===== src/rtl/y86_fetch_unit.sv =====
// y86_fetch_unit: sequential Y86-64 fetch stage.
// Owns the architectural PC, reads the instruction at PC one byte at a time
// over a req/ack byte port, decodes icode/ifun/rA/rB/valC/valP, and holds the
// result (instr_valid) until the PC-update stage pulses pc_load.
// Optional feature macro: IMEM_BOUND_CHECK_EN (stop fetching at IMEM_SIZE and
// flag imem_error).
//
// Handshake: while in FETCH, imem_req stays high with a stable imem_addr until
// a cycle with imem_ack=1; that cycle transfers imem_rdata (zero-wait acks give
// one byte per cycle). imem_ack while imem_req=0 is ignored.
module y86_fetch_unit #(
  parameter logic [63:0] RESET_PC  = 64'h0,
  parameter int          IMEM_SIZE = 1024
) (
  input  logic        clk,
  input  logic        reset,
  input  logic        pc_load,
  input  logic [63:0] newpc_in,
  output logic        imem_req,
  output logic [63:0] imem_addr,
  input  logic        imem_ack,
  input  logic [7:0]  imem_rdata,
  output logic [63:0] pc,
  output logic [3:0]  icode,
  output logic [3:0]  ifun,
  output logic [3:0]  rA,
  output logic [3:0]  rB,
  output logic [63:0] valC,
  output logic [63:0] valP,
  output logic        instr_valid,
  output logic        instr_invalid,
  output logic        imem_error
);

`ifdef IMEM_BOUND_CHECK_EN
  localparam bit BOUND_EN = 1'b1;
`else
  localparam bit BOUND_EN = 1'b0;
`endif

  typedef enum logic {FETCH = 1'b0, DONE = 1'b1} state_t;

  state_t      state;
  state_t      state_next;
  logic [3:0]  byte_idx;
  logic [7:0]  byte_buf [0:9];

  // Merged view of the instruction bytes: stored bytes plus the byte arriving now.
  logic [7:0]  cur [0:9];
  logic [63:0] fetch_addr;
  logic        bound_hit;
  logic        take;
  logic        last;
  logic        finish;
  logic [3:0]  avail;
  logic [3:0]  f_icode;
  logic [3:0]  f_ifun;
  logic [3:0]  f_len;
  logic [3:0]  f_ra;
  logic [3:0]  f_rb;
  logic [63:0] f_valc;
  logic [63:0] f_valp;
  logic        f_invalid;

  function automatic logic [3:0] instr_len(input logic [3:0] ic);
    case (ic)
      4'h0, 4'h1, 4'h9:       instr_len = 4'd1;
      4'h2, 4'h6, 4'hA, 4'hB: instr_len = 4'd2;
      4'h3, 4'h4, 4'h5:       instr_len = 4'd10;
      4'h7, 4'h8:             instr_len = 4'd9;
      default:                instr_len = 4'd1;
    endcase
  endfunction

  function automatic logic has_regs(input logic [3:0] ic);
    case (ic)
      4'h2, 4'h3, 4'h4, 4'h5, 4'h6, 4'hA, 4'hB: has_regs = 1'b1;
      default:                                  has_regs = 1'b0;
    endcase
  endfunction

  // Request generation, byte merge and field decode of the instruction in flight.
  always_comb begin
    fetch_addr = pc + {60'b0, byte_idx};
    bound_hit  = BOUND_EN && (state == FETCH) && (fetch_addr >= 64'(IMEM_SIZE));
    imem_req   = (state == FETCH) && !bound_hit;
    imem_addr  = fetch_addr;
    take       = imem_req && imem_ack;

    for (int i = 0; i < 10; i++) begin
      cur[i] = byte_buf[i];
      if (take && (byte_idx == 4'(i))) cur[i] = imem_rdata;
    end

    // Unfetched slots are zero (buffer cleared per instruction), so a bound stop
    // before byte0 decodes as icode 0 with length 1, giving valP = pc + 1.
    f_icode   = cur[0][7:4];
    f_ifun    = cur[0][3:0];
    f_len     = instr_len(f_icode);
    avail     = byte_idx + {3'b0, take};
    f_invalid = (f_icode > 4'hB);
    f_ra      = 4'hF;
    f_rb      = 4'hF;
    if (has_regs(f_icode) && (avail >= 4'd2)) begin
      f_ra = cur[1][7:4];
      f_rb = cur[1][3:0];
    end
    case (f_icode)
      4'h3, 4'h4, 4'h5: f_valc = {cur[9], cur[8], cur[7], cur[6], cur[5], cur[4], cur[3], cur[2]};
      4'h7, 4'h8:       f_valc = {cur[8], cur[7], cur[6], cur[5], cur[4], cur[3], cur[2], cur[1]};
      default:          f_valc = 64'h0;
    endcase
    f_valp = pc + {60'b0, f_len};

    last   = take && (byte_idx == (f_len - 4'd1));
    finish = last || bound_hit;
  end

  // Next-state logic: FETCH until the last byte (or a bound stop), DONE until pc_load.
  always_comb begin
    state_next = state;
    case (state)
      FETCH:   if (finish)  state_next = DONE;
      DONE:    if (pc_load) state_next = FETCH;
      default: state_next = FETCH;
    endcase
  end

  // State register.
  always_ff @(posedge clk) begin
    if (reset) state <= FETCH;
    else       state <= state_next;
  end

  // Datapath: PC, byte buffer and registered decode outputs.
  always_ff @(posedge clk) begin
    if (reset) begin
      pc            <= RESET_PC;
      byte_idx      <= 4'd0;
      icode         <= 4'h0;
      ifun          <= 4'h0;
      rA            <= 4'hF;
      rB            <= 4'hF;
      valC          <= 64'h0;
      valP          <= 64'h0;
      instr_valid   <= 1'b0;
      instr_invalid <= 1'b0;
      imem_error    <= 1'b0;
      for (int i = 0; i < 10; i++) byte_buf[i] <= 8'h0;
    end else if (state == FETCH) begin
      if (take) begin
        for (int i = 0; i < 10; i++) begin
          if (byte_idx == 4'(i)) byte_buf[i] <= imem_rdata;
        end
        byte_idx <= byte_idx + 4'd1;
      end
      if (finish) begin
        icode         <= f_icode;
        ifun          <= f_ifun;
        rA            <= f_ra;
        rB            <= f_rb;
        valC          <= f_valc;
        valP          <= f_valp;
        instr_valid   <= 1'b1;
        instr_invalid <= f_invalid && !bound_hit;
        imem_error    <= bound_hit;
      end
    end else if (pc_load) begin
      pc            <= newpc_in;
      byte_idx      <= 4'd0;
      instr_valid   <= 1'b0;
      instr_invalid <= 1'b0;
      imem_error    <= 1'b0;
      for (int i = 0; i < 10; i++) byte_buf[i] <= 8'h0;
    end
  end

endmodule


===== config.mk =====
export PLATFORM = sky130hd
export DESIGN_NAME = y86_fetch_unit
export DESIGN_NICKNAME = d
export VERILOG_FILES = /design/src/rtl/y86_fetch_unit.sv
export SDC_FILE = /design/constraint.sdc
export NUM_CORES = 1
export LEC_CHECK = 0
export BUFFER_PORTS_ARGS = -buffer_cell sky130_fd_sc_hd__buf_2
export CAP_MARGIN = 10
export CORE_ASPECT_RATIO = 0.8
export CORE_MARGIN = 2
export CORE_UTILIZATION = 30
export CTS_BUF_LIST = sky130_fd_sc_hd__clkbuf_4 sky130_fd_sc_hd__clkbuf_8
export CTS_CLUSTER_SIZE = 25
export DETAILED_ROUTE_END_ITERATION = 10
export GPL_TIMING_DRIVEN = 0
export PLACE_DENSITY = 0.54
export RECOVER_POWER = 50
export SLEW_MARGIN = 20
export SYNTH_ARGS = -nofsm -noshare
export SYNTH_HDL_FRONTEND = slang
export SYNTH_SLANG_ARGS = --single-unit

===== constraint.sdc =====
create_clock -name clk -period 3.7 [get_ports clk]
set_input_delay 0.74 -clock clk [delete_from_list [all_inputs] [get_ports clk]]
set_output_delay 0.74 -clock clk [all_outputs]
set_load 0.02 [all_outputs]

[Yosys cells after proc, flatten, opt, wreduce, memory -nomap -nowiden]
Memory sizes are Yosys's and may differ from the RTL's.
Index checks and enable logic that the tools add are counted.
W data, S select, Z words.
Word-level totals
  output and inout bits: 276
  bits of input ports: 76
  bits in read-only memories: 48
  RAM bits: 80
  memories kept: 2
  register bits after elaboration: 216
Memories
  byte_buf: words 10, bits a word 8, rd ports 10, clocked after Yosys merged registers in 0, wr ports 10, RTL line 46  | logic [7:0] byte_buf [0:9];
  (name not given): words 16, bits a word 3, rd ports 1, clocked after Yosys merged registers in 0, wr ports 0, RTL line 66  | case (ic)
Cells by class
  reductions and logical operators: 23
  magnitude comparators: 2
  bitwise gates (word level): 21
  mux-type cells: 103
  eq/ne operators: 20
  $add $sub $neg: 5
Operators by type and width (number)
  $mux W8: 30
  $add A64 B4 Y64: 2
  $pmux W64 S2: 1
  $mux W1: 66
  $eq A4 B3 Y1 const B: 8
  $eq A4 B4 Y1 const B: 5
  $mux W4: 5
  $or A1 B1 Y1: 20
  $eq A4 B2 Y1 const B: 4
  $logic_and A1 B1 Y1: 13
  $reduce_and A2 Y1: 4
  $reduce_or A7 Y1: 1
  $add A4 B1 Y4: 1
  $add A4 B1 Y4 const B: 1
  $eq A4 B1 Y1 const B: 1
  $eq A4 B4 Y1: 1
  $ge A4 B2 Y1 const B: 1
  $gt A4 B4 Y1 const B: 1
  $logic_not A4 Y1: 1
  $reduce_bool A2 Y1: 2
  $sub A4 B1 Y4 const B: 1
  $reduce_or A3 Y1: 1
  $ne A2 B2 Y1 const B: 1
  $pmux W1 S2: 1
  other kinds (2): 2

[Logic depth before layout (Yosys ltp)]
An unclocked memory read counts as a cell.
  depth in word-level cells: 10
  gate-level depth with buffers: 14
  mapped depth without buffers: 12

[Least setup slack after synthesis]
OpenSTA, ideal clock, no wires.
  path kind: input to register
  start: input imem_ack
  end: register valP[20]
  path buffers: 3
  cell stages on the path: 13
  arrival: 3392 ps
  slack: 223 ps
  data required time: 3614 ps
  path through: nor4b_4 nand2_1 clkbuf_1 mux2_2 ha_1 xor2_1 o211a_1 and2_1 mux2_2 clkbuf_1 clkbuf_1 a21oi_1 a211oi_1
On the way
  cells in the longest elaborated chain, start to end: 8
RTL lines
  from (decl): RTL line 21  | input logic imem_ack,
  $logic_and A1 B1 Y1 (*): RTL line 88  | take = imem_req && imem_ack;
  branches (longest 7 deep; another with $add A64 B4 Y64)
  to (signal assigned): RTL line 163  | valP <= f_valp;
  to (decl): RTL line 29  | output logic [63:0] valP,
Every way passes the cells marked *.
A chain may end at the register's enable or synchronous reset.

[Worst setup path after layout]
  start: register byte_idx[0]
  end: output imem_addr[54]
On the way
  cells in the longest elaborated chain, start to end: 1
RTL lines
  from (decl): RTL line 45  | logic [3:0] byte_idx;
  from (signal assigned): RTL line 155  | byte_idx <= byte_idx + 4'd1;
  $add A64 B4 Y64: RTL line 84  | fetch_addr = pc + {60'b0, byte_idx};
  to (decl): RTL line 20  | output logic [63:0] imem_addr,
No other way between the ends.

==> impl_results.md <==
- Status: finished with violations
- Violated checks: setup timing
- Area of the core region: 50,000 µm²
- Cell Area, Synth: 15,300 µm²
- Final setup fails: 9
- Top Ports: 352
- Switch share: 40.6%
- Post-Synth XOR/XNOR Area: 7.23%
- Count of distinct cell types in the synthesized netlist: 59
- Final hold slack: 0.325 ns
- Synthesized Nets: 1,904
- CP Data Required Time: 2.96 ns
- Layout-stage area growth over the synthesis result: 30.2%
- CTS Root Cell: clkbuf_8
- Net total in the final layout: 2,337
- TritonCTS clock tree: done
- Net switching power: 0.00483 W
- Utilization after layout: 39.8%
- HP Class: input port to flip-flop
- Cell taking the most area after synthesis: dfxtp_1
- VDD IR-drop max: 0.297 mV
- Maximum fanout along the worst path: 4
- Antenna violations before repair: 0
- Share of cell area taken by muxes after synthesis: 5.44%
- Dominant synthesized flop cell: dfxtp_1
- Synthesized instance count: 1,812
- Type of the worst setup path: flip-flop to output pin
- Cell Count Post-Placement: 2,833
- Synthesized-area fraction occupied by adder cells: 1.41%
- Mean Syn Cell Area: around 8.4 µm²
- Simple-Gate Fraction of Synth Area: 22.0%
- Drt pass-1 iters: 6
- Total vias in the final route: 15,900
- DRT Wirelength: 67.5 mm
- Max cap viols: 0
- Worst rel slew slack: 20.8%
- LEAKAGE: 7.47 nW
- DR WL/cell: 22.8 µm
- Register clock-pin slew on the reported worst setup and hold paths: roughly 0.070 ns
- Count of inserted antenna diode cells: 0
- Largest family of logic cells by synthesized area: simple AND/OR/NAND/NOR gates
- Clk sink count: between 200 and 300
- Clock buffers created by TritonCTS: 51
- Effective utilization at floorplan: between 30% and 40%
- Clk network pwr share: between 20% and 30%
- Max-slew violation count: 0
- Final worst path period need: approximately 3.8 ns
- Number of flip-flops and latches in the synthesized netlist: 295
- Pwr dens: 599 nW/µm²
- Number of cell rows: 73
- Fraction of post-synthesis cell area in the top cell type by area: 28.2%
- GRT Residual Overflow: 0
- Cell Int Power: 0.00707 W
- Worst-Skew Late Latency: 0.67 ns
- Maximum achievable frequency: 265 MHz
- RePlAce Congestion: 0.948
- H-Tree Level Count: 2
- Global-route usage over all layers: 24.4%
- Longest Clk Path Bufs: 3
- Placed wire-length estimate: between 50 and 60 mm
- Die Footprint: approximately 53,000 µm²
- Synth Warn #: 0
- Async set-or-reset flop fraction in the synthesized netlist: 0%
- Post-route non-filler standard cell count: 2,956
- Proportion of synthesized chip area in sequential cells: 43.9%
- Area fraction in compound gates after synthesis: approximately 15%
- Post-synth EDFFs: 80
- Wire length of the first global-routing pass: 97.0 mm
- Number of nets still failing antenna checks after routing: 0
- Number of hold violations in the final report: 0
- Synth top cells by count: nand2_1 (224), dfxtp_1 (215), a21oi_1 (212)
- Tcrit/Tclk final: 102%
- Vias per std cell: between 5 and 6
- Die width: 256 µm
- Worst Path Arrival: 3.04 ns
- Fraction of final layout cells sized beyond drive strength 1: 22.6%
- Share of total power in combinational logic: 36.0%
- Port bufs: approximately 350
- Relative contribution of sequential cells to total power: 35.7%
- Residual DRC: 0
- Critical path launch point type: flip-flop
- Pin count of the biggest net entering global routing: 17
- Cells taking the most area after synthesis: dfxtp_1 (28%), edfxtp_1 (16%), a21oi_1 (7.0%), nor3_1 (5.7%), nand2_1 (5.5%)
- Most repeated cell in the gate-level netlist after synthesis: nand2_1
- Worst clock skew: between 0.03 and 0.04 ns
- Measured slew at the worst slew-check pin: 1.18 ns
- Final worst setup slack: -0.0761 ns
- Iter 0 DRT Violations: 1,817
- Critical path endpoint category: output pin
- Height of the chip: 206 µm
- Vias in the first global route: between 10,000 and 15,000
- RSZ-0062 raised after global routing: yes
- Worst-case setup slack after placement: -1.29 ns
## worst paths after layout
path / start / endpoint / slack, ns / cells past startpoint
hold / removal: newpc_in[22] / pc[22] / 0.32 / 3
setup reg to reg: byte_idx[0] / valP[47] / 0.07 / 16
setup / recovery: byte_idx[0] / imem_addr[54] / -0.08 / 11
hold reg to reg: instr_valid / instr_valid / 0.46 / 2
## repair_timing
action                                  in CTS  in global routing
cloned                                       0                  0
endpoints found under the setup margin     204                178
hold buffers                                 0                  0
setup buffers                               39                 30
resized for setup                          145                109
pin swaps                                   24                 20
## cell families after synthesis
family	Yosys count
XOR/XNOR	126
adder cells (fa/ha/maj)	16
multiplexers	81
flip-flops	295
AND/OR/NAND/NOR	722
buffers and inverters	194
other	1
AO/OA/AOI/OAI	377
## power groups by stage
stage                     clock network [W]  registers [W]  logic (W)
after floorplan                           0        0.00475    0.00218
after global placement                    0        0.00424    0.00419
after detailed placement                  0        0.00425    0.00422
after CTS                           0.00343        0.00423    0.00426
after global routing                0.00357        0.00431    0.00462
final                               0.00336        0.00425    0.00428
## placed cells by master, fill, tap and decap left out, types with 13 or more instances in the layout
cell,instances
a211oi_1,52
a21oi_1,211
buf_2,183
buf_4,82
clkbuf_1,246
clkbuf_2,24
clkbuf_4,16
clkbuf_8,67
dfxtp_1,190
dfxtp_2,16
edfxtp_1,80
inv_1,13
mux2i_1,77
nand2_1,216
nand3_1,43
nand4_1,48
nor2_1,141
nor3_1,157
nor3_2,13
o22ai_1,64
xnor2_1,72
xor2_1,50
## registers in the layout, indices dropped and copies added (netlist names), 4 cells and up
register,cells
valC,64
rB,4
byte_buf,80
ifun,4
rA,4
valP,64
byte_idx,4
icode,4
pc,64
## metrics by stage
step	instance area [µm²]	power [W]	TNS, ns
after global routing	19900	0.0125	-2.71
after CTS	19600	0.0119	-0.873
after global placement	17800	0.00843	-134.67
after floorplan	15300	0.00693	0
final	19900	0.0119	-0.339
after detailed placement	17800	0.00847	-140.21
## critical path, cell delays in order (launching register included)
cell and delay, ns:
dfxtp_4 0.38, ha_4 0.15, inv_2 0.04, fa_2 0.39
nor2b_2 0.13, o21ai_2 0.10, a211oi_4 0.27, buf_4 0.21
and3b_2 0.28, nand2_1 0.11, xnor2_2 0.16, buf_4 0.17
## area by class of cell
type / instances / area, µm²
flip-flops and latches: 295 / 6760
multi-input cells: 1323 / 8260
clock buffers: 77 / 997
well taps: 675 / 845
clock inverters: 12 / 148
inverters: 15 / 60.1
fillers: 5311 / 30100
plain buffers: 145 / 658
repair buffers: 414 / 2140
## layer usage
layer	GRT usage [%]	vias to the layer above	share of wire, %
met4	8.65	0	3.1
met5	0	-	0
met3	6.16	115	10
li1	-	7359	-
met2	35.3	747	42
met1	35.0	7712	45
Note: power is estimated with default switching activity, not from simulation.
